### config.mk
export PLATFORM = sky130hd
export DESIGN_NAME = hazard_ctrl
export DESIGN_NICKNAME = d
export VERILOG_FILES = /design/src/rtl/hazard_ctrl.sv
export SDC_FILE = /design/constraint.sdc
export NUM_CORES = 1
export LEC_CHECK = 0
export BUFFER_PORTS_ARGS = -buffer_cell sky130_fd_sc_hd__buf_2
export CELL_PAD_IN_SITES_DETAIL_PLACEMENT = 1
export CELL_PAD_IN_SITES_GLOBAL_PLACEMENT = 2
export CORE_MARGIN = 5
export CORE_UTILIZATION = 28
export DETAILED_ROUTE_END_ITERATION = 8
export PLACE_DENSITY_LB_ADDON = 0.25
export SETUP_SLACK_MARGIN = 0.1
export SLEW_MARGIN = 20
export SYNTH_ARGS = -nofsm -noshare
export SYNTH_HDL_FRONTEND = slang
export SYNTH_SLANG_ARGS = --single-unit
### constraint.sdc
create_clock -name clk_i -period 6.2 [get_ports clk_i]
set_clock_uncertainty 0.1 [all_clocks]
set_input_delay 0.62 -clock clk_i [delete_from_list [all_inputs] [get_ports clk_i]]
set_output_delay 0.62 -clock clk_i [all_outputs]
set_load 0.005 [all_outputs]
### src/rtl/hazard_ctrl.sv
// Pipeline hazard controller: load-use, multi-cycle mul/div and taken-branch bubbles.
// Enables and flushes are combinational from state, cnt and inputs; stall_cnt_o is registered.
module hazard_ctrl #(
  parameter int REG_AW      = 5,
  parameter int LOAD_LAT    = 1,
  parameter int MD_LAT      = 4,
  parameter int BR_FLUSH_EX = 1
) (
  input  logic              clk_i,
  input  logic              rst_i,
  input  logic [31:0]       instr_i,
  input  logic              idex_memread,
  input  logic [REG_AW-1:0] idex_regt,
  input  logic              branch_taken,
  input  logic              md_start,
  output logic              pcwrite,
  output logic              ifid_write,
  output logic              idex_write,
  output logic              ifid_flush,
  output logic              idex_flush,
  output logic              exmem_flush,
  output logic [15:0]       stall_cnt_o
);

  localparam int CW = $clog2(32);
  localparam logic [CW-1:0] LD_RELOAD = (LOAD_LAT >= 2) ? CW'(LOAD_LAT - 2) : '0;
  localparam logic [CW-1:0] MD_RELOAD = (MD_LAT >= 2) ? CW'(MD_LAT - 2) : '0;
  localparam logic LD_MULTI = (LOAD_LAT >= 2);
  localparam logic MD_MULTI = (MD_LAT >= 2);
  localparam logic BR_EX    = (BR_FLUSH_EX != 0);

  typedef enum logic [1:0] {
    S_IDLE,
    S_LOAD_STALL,
    S_MD_BUSY
  } state_t;

  state_t            r_state;
  state_t            w_state_nxt;
  logic [CW-1:0]     r_cnt;
  logic [CW-1:0]     w_cnt_nxt;
  logic [15:0]       r_stall_cnt;
  logic [REG_AW-1:0] w_rs;
  logic [REG_AW-1:0] w_rt;
  logic              w_hit;
  logic              w_unused_instr;

  assign w_rs  = REG_AW'(instr_i[25:21]);
  assign w_rt  = REG_AW'(instr_i[20:16]);
  assign w_hit = idex_memread && (idex_regt != '0) &&
                 ((idex_regt == w_rs) || (idex_regt == w_rt));
  assign w_unused_instr = ^{instr_i[31:26], instr_i[15:0]};

  always_ff @(posedge clk_i or posedge rst_i) begin
    if (rst_i) begin
      r_state <= S_IDLE;
      r_cnt   <= '0;
    end else begin
      r_state <= w_state_nxt;
      r_cnt   <= w_cnt_nxt;
    end
  end

  // Branch wins in IDLE and LOAD_STALL; MD_BUSY runs to completion regardless of inputs.
  always_comb begin
    pcwrite     = 1'b1;
    ifid_write  = 1'b1;
    idex_write  = 1'b1;
    ifid_flush  = 1'b0;
    idex_flush  = 1'b0;
    exmem_flush = 1'b0;
    w_state_nxt = r_state;
    w_cnt_nxt   = r_cnt;
    unique case (r_state)
      S_IDLE: begin
        if (branch_taken) begin
          ifid_flush  = 1'b1;
          idex_flush  = 1'b1;
          exmem_flush = BR_EX;
        end else if (md_start && MD_MULTI) begin
          pcwrite     = 1'b0;
          ifid_write  = 1'b0;
          idex_write  = 1'b0;
          exmem_flush = 1'b1;
          w_cnt_nxt   = MD_RELOAD;
          w_state_nxt = S_MD_BUSY;
        end else if (w_hit) begin
          pcwrite    = 1'b0;
          ifid_write = 1'b0;
          idex_flush = 1'b1;
          if (LD_MULTI) begin
            w_cnt_nxt   = LD_RELOAD;
            w_state_nxt = S_LOAD_STALL;
          end
        end
      end
      S_LOAD_STALL: begin
        if (branch_taken) begin
          ifid_flush  = 1'b1;
          idex_flush  = 1'b1;
          exmem_flush = BR_EX;
          w_cnt_nxt   = '0;
          w_state_nxt = S_IDLE;
        end else begin
          pcwrite    = 1'b0;
          ifid_write = 1'b0;
          idex_flush = 1'b1;
          if (r_cnt == '0) begin
            w_state_nxt = S_IDLE;
          end else begin
            w_cnt_nxt = r_cnt - 1'b1;
          end
        end
      end
      S_MD_BUSY: begin
        if (r_cnt != '0) begin
          pcwrite     = 1'b0;
          ifid_write  = 1'b0;
          idex_write  = 1'b0;
          exmem_flush = 1'b1;
          w_cnt_nxt   = r_cnt - 1'b1;
        end else begin
          w_state_nxt = S_IDLE;
        end
      end
      default: begin
        w_cnt_nxt   = '0;
        w_state_nxt = S_IDLE;
      end
    endcase
  end

  always_ff @(posedge clk_i or posedge rst_i) begin
    if (rst_i) begin
      r_stall_cnt <= '0;
    end else if (!pcwrite && (r_stall_cnt != 16'hFFFF)) begin
      r_stall_cnt <= r_stall_cnt + 16'd1;
    end
  end

  assign stall_cnt_o = r_stall_cnt;

endmodule

==> summary.txt, run 1 <==
Power
  • Gate power share: 0.396
  • Peak VDD IR: 0.2321 mV
  • Net load switching power: 0.0002330 W
  • Int Pwr: 0.0003818 W
  • Pwr Density: 380.0 nW/um^2
  • Clock power frac: 0.216
  • Reg power frac: 0.388
  • Switch share: 0.3790
  • Leak: 0.7789 nW

Routing
  • DRC viols: 0
  • 1st-pass router iterations: 3
  • WL/cell: 15.08 um
  • Post-DRT Antenna Nets: 0
  • Vias: 1059
  • Via/cell ratio: 4.880
  • Total Wirelength: 3.272 mm
  • First DRT Iteration DRCs: 13

Yosys
  • Synth Instances: 123
  • Register bit total from synthesis: 22
  • Yosys top cell area share: 0.4227
  • Syn avg cell area: 10.59 um^2
  • Cell taking the most area after synthesis: dfrtp_1
  • Post-Syn Area: 1302 um^2
  • Commonest cells in the synthesized netlist: 22 x dfrtp_1, 15 x xnor2_1, 12 x xor2_1
  • Post-synth EDFFs: 0
  • Area contributors post-synth: dfrtp_1 42%, xnor2_1 10%, xor2_1 8.1%
  • Synth Flop Type: dfrtp_1
  • Synth cell types: 34
  • YS warnings: 0
  • Syn_nets: 167
  • Sequential share of the synthesized area: 0.4227
  • Leading cell type by number of instances after synthesis: dfrtp_1
  • Synth async-reset ratio: 1.000

Job
  • Max Cap Violations: 0

Floorplan
  • Core Area: 4444 um^2
  • IO Pins: 64
  • Die W: 78.21 um
  • Std-Cell Rows: 24
  • Starting density of the core: 0.2931
  • Chip height: 78.21 um
  • Die Area: 6116 um^2

STA
  • Final Hold Viols: 0
  • Pins Over Slew Limit: 0
  • Final setup violation count: 0
  • Worst Tran Pin Value: 0.8842 ns
  • Slew headroom: 0.4099
  • Fmax: 368.1 MHz
  • RSZ-0062 raised after global routing: no
  • Period utilization: 0.4382
  • Setup tns final: 0 ns
  • Final Critical Period: 2.717 ns

CTS
  • CTS clk-pin slew, worst paths: 0.08 ns
  • Post CTS Setup Buffer Count: 0
  • Htree depth: 1
  • Root Buffer: clkbuf_8
  • Hold buffers post-CTS: 0
  • Longest Clk Path Bufs: 2
  • Post-CTS sizing: 0
  • CTS tree: built
  • CTS sink cnt: 22
  • Clock buffer count from CTS: 3
  • Clk_lat worst skew: 0.26 ns

Run status
  • Result of the run: completed

Worst setup path
  • Critical path's most frequent cell: buf_2
  • CP required: 5.48 ns
  • CP cell instances: buf_2, xor2_1, nor3_1, a22oi_4, o41ai_4, inv_1, buf_2
  • CP Capture Type: output port
  • WS Path Type: in2out
  • CP max stage cell: o41ai_4
  • Crit path arrival time: 2.00 ns
  • Startpoint Class: primary input
  • Slowest stage delay, CP: 0.43 ns
  • CP max FO: 5

Layout
  • Layout cells sized above 1: 0.3576
  • N_diodes: 0
  • Area Growth Syn to Fin: 24.21%
  • # fillers: 531
  • Post-Layout Cell Count: 217
  • Nets: 210

Placement
  • GP Congestion: 0.7467
  • Post-DP HPWL: 2.655 mm
  • Cell Count Post-Placement: 213
  • Number of port buffers: 41

Global routing
  • GRT Residual Overflow: 0
  • Largest net degree at the start of global routing: 23
  • First-pass GRT wire length: 5.451 mm
  • Initial antenna violation count: 0
  • Vias in the first global route: 1132
  • GRT Util Overall: 0.1105

Min path
  • Type of the worst min-delay path: reg2reg
==> cell families after synthesis <==
family / count (synthesis) / share of synthesized area
simple gates: 55 / 0.2546
buf+inv: 8 / 0.03842
fa+ha+maj: 2 / 0.01921
xor+xnor: 27 / 0.1816
compound gates: 8 / 0.07494
flops: 22 / 0.4227
mux: 1 / 0.008645
==> worst max-delay path, delay by kind of cell <==
family	cells	cell delay (ns)
xor+xnor	1	0.16
simple gates	1	0.31
buf+inv	3	0.37
compound gates	2	0.55
==> path summary, 6_finish.rpt <==
| kind | startpoint | end | slack, ns | depth (start not counted) |
|---|---|---|---|---|
| max in group asynchronous | rst_i | r_cnt[4] | 5.02 | 2 |
| worst max register to register | stall_cnt_o[0] | stall_cnt_o[1] | 3.68 | 6 |
| worst max-delay path | idex_regt[2] | ifid_write | 3.48 | 7 |
| min in group asynchronous | rst_i | stall_cnt_o[6] | 0.43 | 2 |
| worst min register to register | stall_cnt_o[10] | stall_cnt_o[10] | 0.42 | 1 |
| worst min-delay path | stall_cnt_o[10] | stall_cnt_o[10] | 0.42 | 1 |
==> per-stage QoR <==
step | utilization | total power, W | cell area, um^2 | setup WS, ns | hold WS (ns)
after global placement | 0.3480 | 0.0004755 | 1546 | 3.465 | 0.3825
after detailed placement | 0.3480 | 0.0004908 | 1546 | 3.461 | 0.4049
after global routing | 0.3640 | 0.0006602 | 1618 | 3.364 | 0.4442
after floorplan | - | 0.0004095 | 1303 | 3.694 | 0.3776
final | 0.3640 | 0.0006148 | 1618 | 3.483 | 0.4213
after CTS | 0.3640 | 0.0006279 | 1618 | 3.447 | 0.4217
==> flip-flops by register name, summed over array words and instances, names as in the netlist <==
name / cells
r_cnt: 5
stall_cnt_o: 16
r_state: 1
==> power by group through the flow <==
stage	Clock (W)	Combinational (W)	Sequential, W
after floorplan	0	0.000186	0.000224
after global placement	0	0.000239	0.000237
after detailed placement	0	0.000249	0.000242
after CTS	0.000138	0.000251	0.000239
after global routing	0.000143	0.000271	0.000247
final	0.000133	0.000243	0.000239
==> placed cells by master, fill, tap and decap left out, types with 2 or more instances in the layout <==
master     n
and2_1     2
and3_1     5
buf_2     41
clkbuf_8   3
dfrtp_1   22
ha_1       2
inv_1      4
nand2_1    5
nand2_4    2
nand3_1    7
nand3_2    2
nand4_1    8
nor2_1    11
nor2b_1    2
nor3_1     2
nor4_1     2
o21ai_0    2
xnor2_1   15
xor2_1    12
==> per-layer routing <==
layer | up-vias | share of wire | global-route usage | wire length [um]
li1 | 513 | - | - | -
met1 | 528 | 0.43 | 0.1346 | 1404
met2 | 16 | 0.53 | 0.1935 | 1718
met3 | 2 | 0.039 | 0.03432 | 128
met4 | 0 | 0.0061 | 0.02098 | 20
met5 | - | 0 | 0 | 0
==> layout make-up <==
| class | count | area [um^2] | area share |
|---|---|---|---|
| Clock inverter | 1 | 30.03 | 0.01856 |
| Sequential cell | 22 | 550.5 | 0.3403 |
| Clock buffer | 3 | 41.29 | 0.02552 |
| Multi-Input combinational cell | 93 | 701.9 | 0.4339 |
| Tap cell | 52 | 65.06 | 0.04022 |
| Inverter | 5 | 23.77 | 0.01469 |
| Timing Repair Buffer | 41 | 205.2 | 0.1268 |
Power figures use the tool's default switching activity.
==> inputs of run 2 (changes only) <==
--- a/config.mk
+++ b/config.mk
@@ -5,11 +5,12 @@
 export SDC_FILE = /design/constraint.sdc
 export NUM_CORES = 1
 export LEC_CHECK = 0
+export ABC_AREA = 1
 export BUFFER_PORTS_ARGS = -buffer_cell sky130_fd_sc_hd__buf_2
 export CELL_PAD_IN_SITES_DETAIL_PLACEMENT = 1
 export CELL_PAD_IN_SITES_GLOBAL_PLACEMENT = 2
 export CORE_MARGIN = 5
-export CORE_UTILIZATION = 28
+export CORE_UTILIZATION = 23
 export DETAILED_ROUTE_END_ITERATION = 8
 export PLACE_DENSITY_LB_ADDON = 0.25
 export SETUP_SLACK_MARGIN = 0.1
==> constraint.sdc (replaced) <==
create_clock -name clk_i -period 2.3 [get_ports clk_i]
set_clock_uncertainty 0.1 [all_clocks]
set_input_delay 0.23 -clock clk_i [delete_from_list [all_inputs] [get_ports clk_i]]
set_output_delay 0.23 -clock clk_i [all_outputs]
set_load 0.005 [all_outputs]
==> run 2 against run 1 <==
Compared with the run above: non-clock buffer count increased by 12; worst hold slack got worse by 0.11 ns; combinational power grew to 3.7 times the previous value; count of clock-buffer cells in the layout is the same; sequential share of layout area fell by 7.3 points; sequential power up 140%; final cell count increased by 71%; critical path depth rose by 2; register-to-register slack lost 3.4 ns; first-iteration DRC count increased by 120%; core utilization shrank 6.2 points; critical endpoint is now idex_write.
==> summary.txt, run 2 <==
Global routing
  • GRT Residual Overflow: 0 (unchanged)
  • First-pass GRT wire length: 7.286 mm (+34%)
  • Initial antenna violation count: 0 (unchanged)
  • GRT Util Overall: 0.1023 (-0.008161)
  • Vias in the first global route: 1579 (+39%)
  • Largest net degree at the start of global routing: 23 (unchanged)

STA
  • Final Critical Period: 2.096 ns
  • Fmax: 477.1 MHz
  • Final Hold Viols: 0 (unchanged)
  • Worst Tran Pin Value: 0.3189 ns (-0.5653 ns)
  • Slew headroom: 0.7874 (+0.3775)
  • RSZ-0062 raised after global routing: no
  • Setup tns final: 0 ns (unchanged)
  • Period utilization: 0.9114
  • Final setup violation count: 0 (unchanged)
  • Pins Over Slew Limit: 0 (unchanged)
  • Hold_ws: 0.3147 ns (-0.1066 ns)

Power
  • Pwr Density: 827.5 nW/um^2 (+120%)
  • Net load switching power: 0.0007248 W (+210%)
  • Gate power share: 0.520 (+0.124)
  • Clock power frac: 0.147 (-0.069)
  • Int Pwr: 0.0009825 W (+160%)
  • Peak VDD IR: 0.3592 mV (+55%)
  • Leak: 1.112 nW (+43%)
  • Switch share: 0.4245 (+0.04552)
  • Reg power frac: 0.332 (-0.056)

Worst setup path
  • CP max FO: 5 (unchanged)
  • WS Path Type: reg2out
  • CP Capture Type: output port
  • CP cell instances: inv_2, ha_4, nor3b_4, nand2_1, nand2_2, inv_2, nor2_8, buf_4, buf_2
  • Critical path's most frequent cell: inv_2
  • CP required: 1.97 ns (-3.51 ns)
  • Crit path arrival time: 1.77 ns (-0.23 ns)
  • Startpoint Class: flop
  • Slowest stage delay, CP: 0.41 ns (-0.02 ns)
  • Worst-case reg-to-reg path depth: 12 (+6)
  • CP max stage cell: dfrtp_1

Layout
  • Nets: 322 (+53%)
  • Layout cells sized above 1: 0.3043 (-0.05323)
  • # fillers: 900 (+69%)
  • N_diodes: 0 (unchanged)
  • FF+latch area: 550.5 um^2 (unchanged)
  • Post-Layout Cell Count: 372 (+71%)
  • Final Util: 0.3020 (-0.06201)
  • Multi-input logic area: 925.9 um^2 (+32%)
  • Commonest non-fill, non-tap cell in the layout: nand2_1
  • Flip-flop count of the largest register after layout: 16 (unchanged)
  • Area Growth Syn to Fin: 26.75%
  • Most frequent cells in the layout: 74 x nand2_1, 41 x buf_2, 28 x inv_1

CTS
  • Clock buffer count from CTS: 3 (unchanged)
  • Root Buffer: clkbuf_8
  • Clk_lat worst skew: 0.27 ns (about the same)
  • Htree depth: 1 (unchanged)
  • CTS tree: built
  • Longest Clk Path Bufs: 2 (unchanged)
  • CTS sink cnt: 22 (unchanged)
  • CTS clk-pin slew, worst paths: 0.08 ns (about the same)

Yosys
  • Syn_nets: 270 (+62%)
  • Post-Syn Area: 1628 um^2 (+25%)
  • Cell taking the most area after synthesis: dfrtp_1
  • YS warnings: 0 (unchanged)
  • Synth Instances: 226 (+84%)
  • Synth cell types: 26 (-24%)
  • Sequential share of the synthesized area: 0.3382 (-0.08447)
  • Synth async-reset ratio: 1.000 (unchanged)
  • Leading cell type by number of instances after synthesis: nand2_1
  • Syn avg cell area: 7.203 um^2 (-32%)
  • Register bit total from synthesis: 22 (unchanged)
  • Post-synth EDFFs: 0 (unchanged)
  • Synth Flop Type: dfrtp_1
  • Yosys top cell area share: 0.3382 (-0.08447)
  • Commonest cells in the synthesized netlist: 74 x nand2_1, 29 x inv_1, 22 x dfrtp_1
  • Area contributors post-synth: dfrtp_1 34%, nand2_1 17%, nand3_2 6.8%

Min path
  • Hold path depth: 4 (+3)
  • Type of the worst min-delay path: in2reg

Placement
  • Number of port buffers: 41 (unchanged)
  • Cell Count Post-Placement: 361 (+69%)
  • GP Congestion: 0.6896 (-7.6%)
  • Post-DP HPWL: 3.241 mm (+22%)

Job
  • Max Cap Violations: 0 (unchanged)

Floorplan
  • Starting density of the core: 0.2383 (-0.05480)
  • Std-Cell Rows: 30 (+25%)
  • IO Pins: 64 (unchanged)
  • Die Area: 8860 um^2 (+45%)
  • Core Area: 6832 um^2 (+54%)
  • Die W: 94.13 um (+20%)
  • Chip height: 94.13 um (+20%)

Routing
  • DRC viols: 0 (unchanged)
  • First DRT Iteration DRCs: 29 (+16)
  • Vias: 1524 (+44%)
  • WL/cell: 11.50 um (-24%)
  • Total Wirelength: 4.277 mm (+31%)
  • Post-DRT Antenna Nets: 0 (unchanged)
  • Via/cell ratio: 4.097 (-16%)
  • 1st-pass router iterations: 3 (unchanged)

Run status
  • Result of the run: completed
==> run 2: changes by cell type after synthesis, moves of 9 or more <==
| cell | change |
|---|---|
| xnor2_1 | -9 |
| nand3_2 | +9 |
| nand3_1 | +9 |
| nor2_1 | +10 |
| inv_1 | +25 |
| nand2_1 | +69 |
==> run 2: timing repair <==
item,in CTS,in global routing
endpoints found under the hold margin,22,0
setup endpoints to repair,2,2
pin swaps,0,2
buffers inserted,0,7
resized for setup,1,5
hold buffers,1,0
==> run 2: final timing paths <==
kind | slack [ns] | start | endpoint
setup / recovery | 0.20 | r_cnt[0] | idex_write
hold / removal | 0.31 | branch_taken | r_cnt[2]
setup reg to reg | 0.28 | r_cnt[0] | stall_cnt_o[14]
hold reg to reg | 0.40 | r_cnt[4] | r_cnt[4]
max in group asynchronous | 1.42 | rst_i | stall_cnt_o[1]
min in group asynchronous | 0.43 | rst_i | stall_cnt_o[11]
==> run 2: metrics by stage <==
| stage | total power, W | instance area (um^2) | setup WS (ns) |
|---|---|---|---|
| 6_report | 0.001707 | 2063 | 0.2038 |
| 3_3_place_gp | 0.001317 | 1927 | 0.2602 |
| 4_1_cts | 0.001591 | 1983 | 0.1351 |
| 3_5_place_dp | 0.001325 | 1927 | 0.2529 |
| 2_1_floorplan | 0.001144 | 1628 | 0.3667 |
| 5_1_grt | 0.001860 | 2063 | 0.07662 |
==> run 2: layout make-up <==
type	count	share of cell area
inverter	34	0.06186
clock buffer	3	0.02001
timing repair buffer	53	0.1443
tap	96	0.05822
sequential	22	0.2668
multi-input combinational	164	0.4488
==> run 2: power groups by stage <==
stage | combinational (W) | clock [W] | sequential, W
after floorplan | 0.000590 | 0 | 0.000554
after CTS | 0.000762 | 0.000264 | 0.000565
after global placement | 0.000747 | 0 | 0.000570
final | 0.000888 | 0.000252 | 0.000567
after global routing | 0.00100 | 0.000278 | 0.000582
after detailed placement | 0.000753 | 0 | 0.000572
==> run 2: kinds of logic (layout without fill, tap and decap cells) <==
family,Yosys count,in the layout,share of synthesized area
buffers and inverters,40,90,0.1130
and+or+nand+nor,140,140,0.4297
DFF,22,22,0.3382
AOI/OAI and AO/OA,8,8,0.02844
adders and majority gates,2,2,0.01537
xor gates and xnor gates,14,14,0.07533
==> run 2: critical path: cells and delay by family (launching register included) <==
| family | cells | cell delay (ns) |
|---|---|---|
| AND/OR/NAND/NOR | 4 | 0.55 |
| buffers and inverters | 4 | 0.40 |
| adder cells (fa/ha/maj) | 1 | 0.14 |
| flip-flops | 1 | 0.41 |
==> run 2: metal layers <==
metal  routed length, um  GRT usage
met1                2081     0.1318
met2                1993     0.1691
met3                 161    0.02724
met4                  40    0.02527
met5                   0          0
==> inputs of run 3 (changes only) <==
--- a/config.mk
+++ b/config.mk
@@ -7,10 +7,8 @@
 export LEC_CHECK = 0
 export ABC_AREA = 1
 export BUFFER_PORTS_ARGS = -buffer_cell sky130_fd_sc_hd__buf_2
-export CELL_PAD_IN_SITES_DETAIL_PLACEMENT = 1
-export CELL_PAD_IN_SITES_GLOBAL_PLACEMENT = 2
 export CORE_MARGIN = 5
-export CORE_UTILIZATION = 23
+export CORE_UTILIZATION = 37
 export DETAILED_ROUTE_END_ITERATION = 8
 export PLACE_DENSITY_LB_ADDON = 0.25
 export SETUP_SLACK_MARGIN = 0.1
==> run 3 against run 2 <==
Compared with the run above: total power shrank 0.11%; worst hold slack got worse by 0.0056 ns; fmax down 0.28%; core utilization grew 16 points; sequential share of layout area up 0.65 points; wire length fell by 19%; combinational power decreased by 3.2%; largest power group unchanged; highest routed layer unchanged.
==> summary.txt, run 3 (same netlist as run 2, synthesis figures left out) <==
Run status
  • Result of the run: completed

Power
  • Tot Pwr: 0.001705 W (-0.11%)
  • Peak VDD IR: 0.6483 mV (+80%)
  • Pwr Density: 846.5 nW/um^2 (+2.3%)
  • Leak: 1.116 nW (+0.32%)

Layout
  • Post-Layout Cell Count: 328 (-12%)
  • Nets: 321 (-0.31%)
  • Flip-flop count of the largest register after layout: 16 (unchanged)
  • Commonest non-fill, non-tap cell in the layout: nand2_1
  • Fin area: 2014 um^2 (-2.4%)
  • Layout cells sized above 1: 0.3007 (-0.003623)
  • Area Growth Syn to Fin: 23.75%
  • N_diodes: 0 (unchanged)
  • Most frequent cells in the layout: 74 x nand2_1, 41 x buf_2, 29 x inv_1

CTS
  • Root Buffer: clkbuf_8
  • Clk_lat worst skew: 0.26 ns (about the same)
  • CTS clk-pin slew, worst paths: 0.08 ns (about the same)
  • Longest Clk Path Bufs: 2 (unchanged)
  • Htree depth: 1 (unchanged)
  • CTS sink cnt: 22 (unchanged)
  • CTS tree: built
  • Clock buffer count from CTS: 3 (unchanged)

Worst setup path
  • CP max stage cell: dfrtp_1
  • CP max FO: 4 (-1)
  • CP startpoint: r_cnt[1]
  • Startpoint Class: flop
  • CP required: 1.97 ns (about the same)
  • RR Startpoint: stall_cnt_o[0]
  • Slowest stage delay, CP: 0.40 ns (about the same)
  • CP Capture Type: output port
  • WS Path Type: reg2out
  • CP cell instances: inv_1, ha_4, nor3b_4, nand2_1, nand2_2, inv_2, nor2_8, buf_4, buf_2
  • Reg2Reg Setup Slack: 0.40 ns (+0.12 ns)
  • Crit path arrival time: 1.77 ns (about the same)

Routing
  • Vias: 1500 (-1.6%)
  • First DRT Iteration DRCs: 66 (+130%)
  • 1st-pass router iterations: 4 (+1)
  • WL/cell: 10.50 um (-8.7%)
  • Post-DRT Antenna Nets: 0 (unchanged)
  • Via/cell ratio: 4.573 (+12%)
  • Total Wirelength: 3.443 mm (-19%)
  • DRC viols: 0 (unchanged)

Floorplan
  • Chip height: 76.33 um (-19%)
  • IO Pins: 64 (unchanged)
  • Core Area: 4324 um^2 (-37%)
  • Die Area: 5826 um^2 (-34%)
  • Starting density of the core: 0.3764 (+0.1382)
  • Die W: 76.33 um (-19%)
  • Std-Cell Rows: 24 (-20%)

Global routing
  • Vias in the first global route: 1387 (-12%)
  • First-pass GRT wire length: 6.210 mm (-15%)
  • Largest net degree at the start of global routing: 23 (unchanged)
  • GRT Residual Overflow: 0 (unchanged)
  • Initial antenna violation count: 0 (unchanged)
  • GRT Util Overall: 0.1236 (+0.02131)

STA
  • RSZ-0062 raised after global routing: no
  • Pins Over Slew Limit: 0 (unchanged)
  • Fmax: 475.7 MHz (-0.28%)
  • Slew headroom: 0.8039 (+0.01648)
  • Period utilization: 0.9139 (+0.002547)
  • Final Hold Viols: 0 (unchanged)
  • Hold_ws: 0.3091 ns (-0.005562 ns)
  • Setup tns final: 0 ns (unchanged)
  • Worst Tran Pin Value: 0.2942 ns (-0.02473 ns)
  • Final setup violation count: 0 (unchanged)
  • Final Critical Period: 2.102 ns (+0.005859 ns)

Placement
  • Post-DP HPWL: 2.632 mm (-19%)
  • GP Congestion: 0.7382 (+7.0%)
  • Cell Count Post-Placement: 318 (-12%)
  • Area after DPL: 1879 um^2 (-2.5%)
  • Number of port buffers: 41 (unchanged)

Job
  • Max Cap Violations: 0 (unchanged)

Min path
  • Hold Startpoint: branch_taken
  • Type of the worst min-delay path: in2reg
[run 3: worst paths after layout]
path	to	cells after the start
hold / removal	r_state[1]	4
min in group asynchronous	r_cnt[4]	4
hold reg to reg	r_cnt[4]	2
max in group asynchronous	stall_cnt_o[12]	4
setup / recovery	idex_write	9
setup reg to reg	stall_cnt_o[3]	9
[run 3: cell type report]
type / count / area [um^2]
clock buffers: 4 / 55.05
well taps: 52 / 65.06
repair buffers: 52 / 290.3
fillers: 448 / 2310
flip-flops and latches: 22 / 550.5
multi-input cells: 164 / 925.9
inverters: 34 / 127.6
[run 3: per-layer routing]
metal  GRT usage  routed length, um  vias up
met5           0                  0        -
met4     0.02448                 22        0
met3     0.03310                177        2
met2      0.2055               1634       28
met1      0.1612               1608      672
li1            -                  -      798
[run 3: stage by stage]
stage          setup WS [ns]  utilization
3_3_place_gp          0.3234       0.4346
5_1_grt              0.08844       0.4659
4_1_cts               0.1296       0.4508
3_5_place_dp          0.2777       0.4346
2_1_floorplan         0.3667            -
6_report              0.1980       0.4659
[run 3: what timing repair did]
item                                    in CTS  in global routing
pin swaps                                    0                  2
endpoints found under the hold margin       22                  0
hold buffers                                 1                  0
buffers inserted                             0                  5
resized for setup                            1                  4
endpoints found under the setup margin       2                  2
[run 3: power breakdown]
group / internal, W / switching (W) / leakage [nW] / total [W]
registers: 0.000468 / 0.0000915 / 0.291 / 0.000560
clock network: 0.000153 / 0.000133 / 0.0288 / 0.000285
logic: 0.000381 / 0.000479 / 0.797 / 0.000860
[run 3: worst max-delay path: cells and delay by family, from the launching register on]
kind          cells  cell delay [ns]
fa+ha+maj         1             0.15
simple gates      4             0.52
flops             1             0.40
buf+inv           4             0.44
